**src/rtl/exc_ctrl.sv**
```systemverilog
// Exception sequencer and CP0 register holder (STATUS, CAUSE, EPC).
// Arbitrates WB exceptions, interrupts and eret, then runs a fixed
// IDLE -> FLUSH -> REDIRECT handshake with fetch.
module exc_ctrl #(
  parameter int SYNC_STAGES = 2
) (
  input  logic        clk,
  input  logic        rst_n,
  input  logic        wb_valid,
  input  logic [2:0]  wb_excvec,
  input  logic [31:0] wb_pc,
  input  logic        wb_bd,
  input  logic        wb_eret,
  input  logic [5:0]  int_req,
  input  logic        cp0_we,
  input  logic [4:0]  cp0_waddr,
  input  logic [31:0] cp0_wdata,
  input  logic [4:0]  cp0_raddr,
  output logic [31:0] cp0_rdata,
  input  logic        if_ready,
  output logic        flush,
  output logic        stall,
  output logic        redirect,
  output logic [31:0] redirect_pc,
  output logic [31:0] status,
  output logic [31:0] cause,
  output logic [31:0] epc,
  output logic        exl
);

  localparam logic [31:0] STATUS_WMASK = 32'h0040_FF07;
  localparam logic [4:0]  CODE_INT     = 5'h00;
  localparam logic [4:0]  CODE_RI      = 5'h0A;
  localparam logic [4:0]  CODE_SYS     = 5'h08;
  localparam logic [4:0]  CODE_OV      = 5'h0C;

  typedef enum logic [1:0] {IDLE, FLUSH, REDIR} state_t;

  state_t                      state;
  logic [SYNC_STAGES-1:0][5:0] int_sync;

  logic        idle, exc_sync, irq, evt, do_eret;
  logic [4:0]  exc_code;
  logic [31:0] vec, int_base;

  assign exl = status[1];

  // Multi-flop synchroniser on the asynchronous interrupt lines
  always_ff @(posedge clk or negedge rst_n) begin
    if (!rst_n) begin
      int_sync <= '0;
    end else begin
      int_sync[0] <= int_req;
      for (int i = 1; i < SYNC_STAGES; i++) int_sync[i] <= int_sync[i-1];
    end
  end

  // Event arbitration: sync exceptions beat interrupts, eret is last
  always_comb begin
    idle     = (state == IDLE);
    exc_sync = |wb_excvec;
    irq      = (|(cause[15:8] & status[15:8])) & status[0] & ~status[1] & ~status[2];
    evt      = idle & wb_valid & (exc_sync | irq);
    do_eret  = idle & wb_valid & ~exc_sync & ~irq & wb_eret;
    if (wb_excvec[2])      exc_code = CODE_OV;
    else if (wb_excvec[1]) exc_code = CODE_SYS;
    else if (wb_excvec[0]) exc_code = CODE_RI;
    else                   exc_code = CODE_INT;
    int_base = status[22] ? 32'hBFC0_0000 : 32'h8000_0000;
    if (exc_sync) vec = status[22] ? 32'hBFC0_0380 : 32'h8000_0180;
    else          vec = int_base + (cause[23] ? 32'h0000_0200 : 32'h0000_0180);
  end

  // CP0 read mux, no same-cycle bypass of a pending mtc0
  always_comb begin
    case (cp0_raddr)
      5'd12:   cp0_rdata = status;
      5'd13:   cp0_rdata = cause;
      5'd14:   cp0_rdata = epc;
      default: cp0_rdata = 32'h0;
    endcase
  end

  // Sequencer FSM with registered outputs; also owns the CP0 registers
  always_ff @(posedge clk or negedge rst_n) begin
    if (!rst_n) begin
      state       <= IDLE;
      flush       <= 1'b0;
      stall       <= 1'b0;
      redirect    <= 1'b0;
      redirect_pc <= 32'h0;
      status      <= 32'h0040_0000;
      cause       <= 32'h0;
      epc         <= 32'h0;
    end else begin
      // hardware IP bits track the synchroniser in every state
      cause[15:10] <= int_sync[SYNC_STAGES-1];
      case (state)
        IDLE: begin
          if (evt) begin
            state       <= FLUSH;
            flush       <= 1'b1;
            stall       <= 1'b1;
            redirect_pc <= vec;
            cause[6:2]  <= exc_code;
            status[1]   <= 1'b1;
            // nested exception inside a handler keeps the original return point
            if (!status[1]) begin
              epc       <= wb_bd ? wb_pc - 32'd4 : wb_pc;
              cause[31] <= wb_bd;
            end
          end else if (do_eret) begin
            state       <= FLUSH;
            flush       <= 1'b1;
            stall       <= 1'b1;
            redirect_pc <= epc;
            status[1]   <= 1'b0;
          end else if (cp0_we) begin
            case (cp0_waddr)
              5'd12: status <= (status & ~STATUS_WMASK) | (cp0_wdata & STATUS_WMASK);
              5'd13: begin
                cause[23]  <= cp0_wdata[23];
                cause[9:8] <= cp0_wdata[9:8];
              end
              5'd14: epc <= cp0_wdata;
              default: ;
            endcase
          end
        end
        FLUSH: begin
          state    <= REDIR;
          flush    <= 1'b0;
          redirect <= 1'b1;
        end
        REDIR: begin
          if (if_ready) begin
            state    <= IDLE;
            redirect <= 1'b0;
            stall    <= 1'b0;
          end
        end
        default: begin
          state    <= IDLE;
          flush    <= 1'b0;
          redirect <= 1'b0;
          stall    <= 1'b0;
        end
      endcase
    end
  end

endmodule

```
**config.mk**
```make
export PLATFORM = sky130hd
export DESIGN_NAME = exc_ctrl
export DESIGN_NICKNAME = d
export VERILOG_FILES = /design/src/rtl/exc_ctrl.sv
export SDC_FILE = /design/constraint.sdc
export NUM_CORES = 1
export LEC_CHECK = 0
export CORE_MARGIN = 4
export CORE_UTILIZATION = 27
export CTS_CLUSTER_DIAMETER = 150
export CTS_CLUSTER_SIZE = 16
export DETAILED_ROUTE_END_ITERATION = 10
export PLACE_DENSITY = 0.56
export SLEW_MARGIN = 0
export SYNTH_ARGS = -nofsm -noshare
export SYNTH_HDL_FRONTEND = slang
export SYNTH_SLANG_ARGS = --single-unit
```
**constraint.sdc**
```tcl
create_clock -name clk -period 2.4 [get_ports clk]
set_input_delay 0.24 -clock clk [delete_from_list [all_inputs] [get_ports clk]]
set_output_delay 0.24 -clock clk [all_outputs]
set_load 0.1 [all_outputs]
```
==> metrics.yaml <==
outcome:
  status: "finished, final reports clean"
timing:
  slew_headroom: 0.616
  rsz0062_at_grt: "true"
  setup_viol: 0
  skew_ps: 8.54
  finalHoldViolCount: 0
  slew_violations: 0
  max_slew.worst_pin.slew_ps: 575
  max_freq_mhz: 434
  fin_crit_sh: 0.960
  finalCriticalPeriod_ps: 2300
global_route:
  grt_antenna_before_repair: 0
  grt_usage: 0.184
  overflow: 0
  grt_max_degree: 42
  grt_pass1_wl_mm: 36.6
  use_met1: 0.252
  top_usage_layer: "met2"
  grt_use_met2: 0.297
  global_route.usage.met3: 0.0415
  grt_pass1_vias: 5884
pwr:
  p_per_area_mw_per_mm2: 1380
  vdd_drop_max_uv: 613
  p_leak_nw: 4.03
  p_total_mw: 13.0
setup_path:
  cp.arrival_ps: 2550
  cpPeakStageDelay_ps: 510
  path_buf_inv: 1
  crit_required_ps: 2640
  path_delay_family: "simple AND/OR/NAND/NOR gates"
  crit_type: "reg2reg"
  start_kind: "flop"
  path_cells: "a22oi_1, nand4_1, and3_2, buf_4, or4_1, o221a_2"
  crit_path_end_kind: "flop"
  cp_slowest_cell: "or4_1"
  worstPathMaxFanout: 19
yosys:
  yosysTopAreaCell: "dfrtp_1"
  ys_seq_area_frac: 0.432
  yosys_warnings: 17
  syn-cell-area_mm2: 0.00614
  synth_flop_cell: "dfrtp_1"
  yosysUniqueCellTypes: 62
  netlist_top_cells_area: "dfrtp_1, nand3_1, buf_4"
  yosys.area.top_type_share: 0.428
  synth-edff-count: 0
  avgSynthCellArea_um2: 9.49
  synth_seq_cells: 106
  synthArstFlopShare: 1.00
  synth.most_common_cell: "dfrtp_1"
  synth_common_cells: "dfrtp_1, nand3_1, o21ai_0"
  synthCells: 647
die:
  ios: 254
  design.die.area_mm2: 0.0252
  core-area_mm2: 0.0221
  die_x_um: 159
  start_util: 0.278
  fp-row-count: 54
  die_y_um: 159
drt:
  wl_per_cell_um: 20.4
  via_count: 5979
  ant_nets: 0
  vias_per_cell: 5.03
  drtIter0Drc: 319
  route.detailed.drc: 0
  drt-total-wl_mm: 24.3
  dr.pass1.iters: 4
placed_design:
  placed_cells: 1171
  gp_congestion: 0.873
  dp_hpwl_mm: 19.0
  io_buffers: 214
flow_run:
  maxCapViolCount: 0
cts:
  cts-root-buf: "clkbuf_16"
  clkSinkCount: 106
  cts_inserted_buffers: 9
  clk_pin_slew_ps: 70
  clk_latency_ps: 350
  clk_path_buf_depth: 2
  cts_tree: "yes"
  htree_levels: 3
layout:
  nNetsFinal: 995
  nFillCells: 2159
  antennaDiodeCount: 0
  stdcell_count: 1189
  drive_above_1_share: 0.332
  syn_to_final_growth_pct: 53.5
hold_path:
  hold_class: "in2reg"
## layout by cell type (no fill, tap or decap), drive strengths merged, types with 7 or more instances in the layout
cell and count:
and2 16, nand3 67, o21ai 64, nor3 44, xnor2 10, clkbuf 11
mux2i 12, conb 39, a31oi 11, nor4b 7, xor2 7, buf 209
nor4 8, nand2 29, mux2 16, a211oi 11, nor2 24, dfrtp 105
a21oi 26, clkdlybuf4s50 88, o31ai 30
## area by class of cell
class	instances	area [um2]	share of cell area
clock inverters	5	77.6	0.00823
flip-flops and latches	106	2680	0.284
inverters	6	22.5	0.00239
well taps	280	350	0.0372
multi-input cells	483	3150	0.335
clock buffers	11	243	0.0257
repair buffers	298	2900	0.308
## path summary, 6_finish.rpt
| path | slack, ps | from | endpoint | cells after the start |
|---|---|---|---|---|
| min in group asynchronous | 380 | rst_n | int_sync[2] | 2 |
| min | 330 | int_req[1] | int_sync[1] | 1 |
| max | 100 | status[13] | epc[29] | 6 |
| min reg2reg | 350 | int_sync[5] | int_sync[11] | 0 |
| max reg2reg | 100 | status[13] | epc[29] | 6 |
| max in group asynchronous | 1370 | rst_n | cause[14] | 3 |
## per-layer routing
layer	wire length [um]	share of wire
met5	0	0
met4	451	0.019
met3	1510	0.062
met2	11500	0.47
met1	10800	0.45
## state kept, by name, summed over array words and instances, names as in the netlist
signal,flops
int_sync,12
epc,32
stall,1
redirect_pc,32
redirect,1
flush,1
state,2
status,12
cause,13
## cell families (layout without fill, tap and decap cells)
kind of cell,after synthesis,after routing,share of synthesized area
AOI/OAI and AO/OA,173,173,0.199
xor gates and xnor gates,17,17,0.0242
adders and majority gates,1,1,0.00204
buffers and inverters,97,320,0.0913
DFF,106,106,0.432
muxes,28,28,0.0489
other,1,39,0.000611
and+or+nand+nor,224,225,0.202
## worst reg2reg max path, cell delays in order (launching register included)
cell,delay [ps]
dfrtp_2,430
a22oi_1,270
nand4_1,270
and3_2,360
buf_4,230
or4_1,510
o221a_2,130
## power by group
part | leakage (nW) | total, mW | internal (mW) | switching, mW
clock network | 0.156 | 1.60 | 0.940 | 0.656
logic | 2.60 | 8.27 | 1.78 | 6.49
registers | 1.28 | 3.15 | 2.43 | 0.716
total | 4.03 | 13.0 | 5.16 | 7.86
## stage by stage
stage               instance area, um2  worst slack (ps)  hold WS, ps  utilization  TNS (ps)
floorplan                         6350               120        -55.6            -         0
global placement                  9080              -122          214        0.411     -3180
detailed placement                9080              -138          214        0.411     -4450
CTS                               9410              3.67          317        0.426         0
global route                      9430             -41.9          316        0.427     -71.2
finish                            9430              95.8          331        0.427         0
## repair_timing
action	in CTS	in global routing
endpoints found under the hold margin	29	0
setup buffers	0	0
resized for setup	0	2
hold buffers	1	0
pin swaps	2	0
setup endpoints to repair	3	29
cloned	0	1
(Power assumes the default switching activity.)
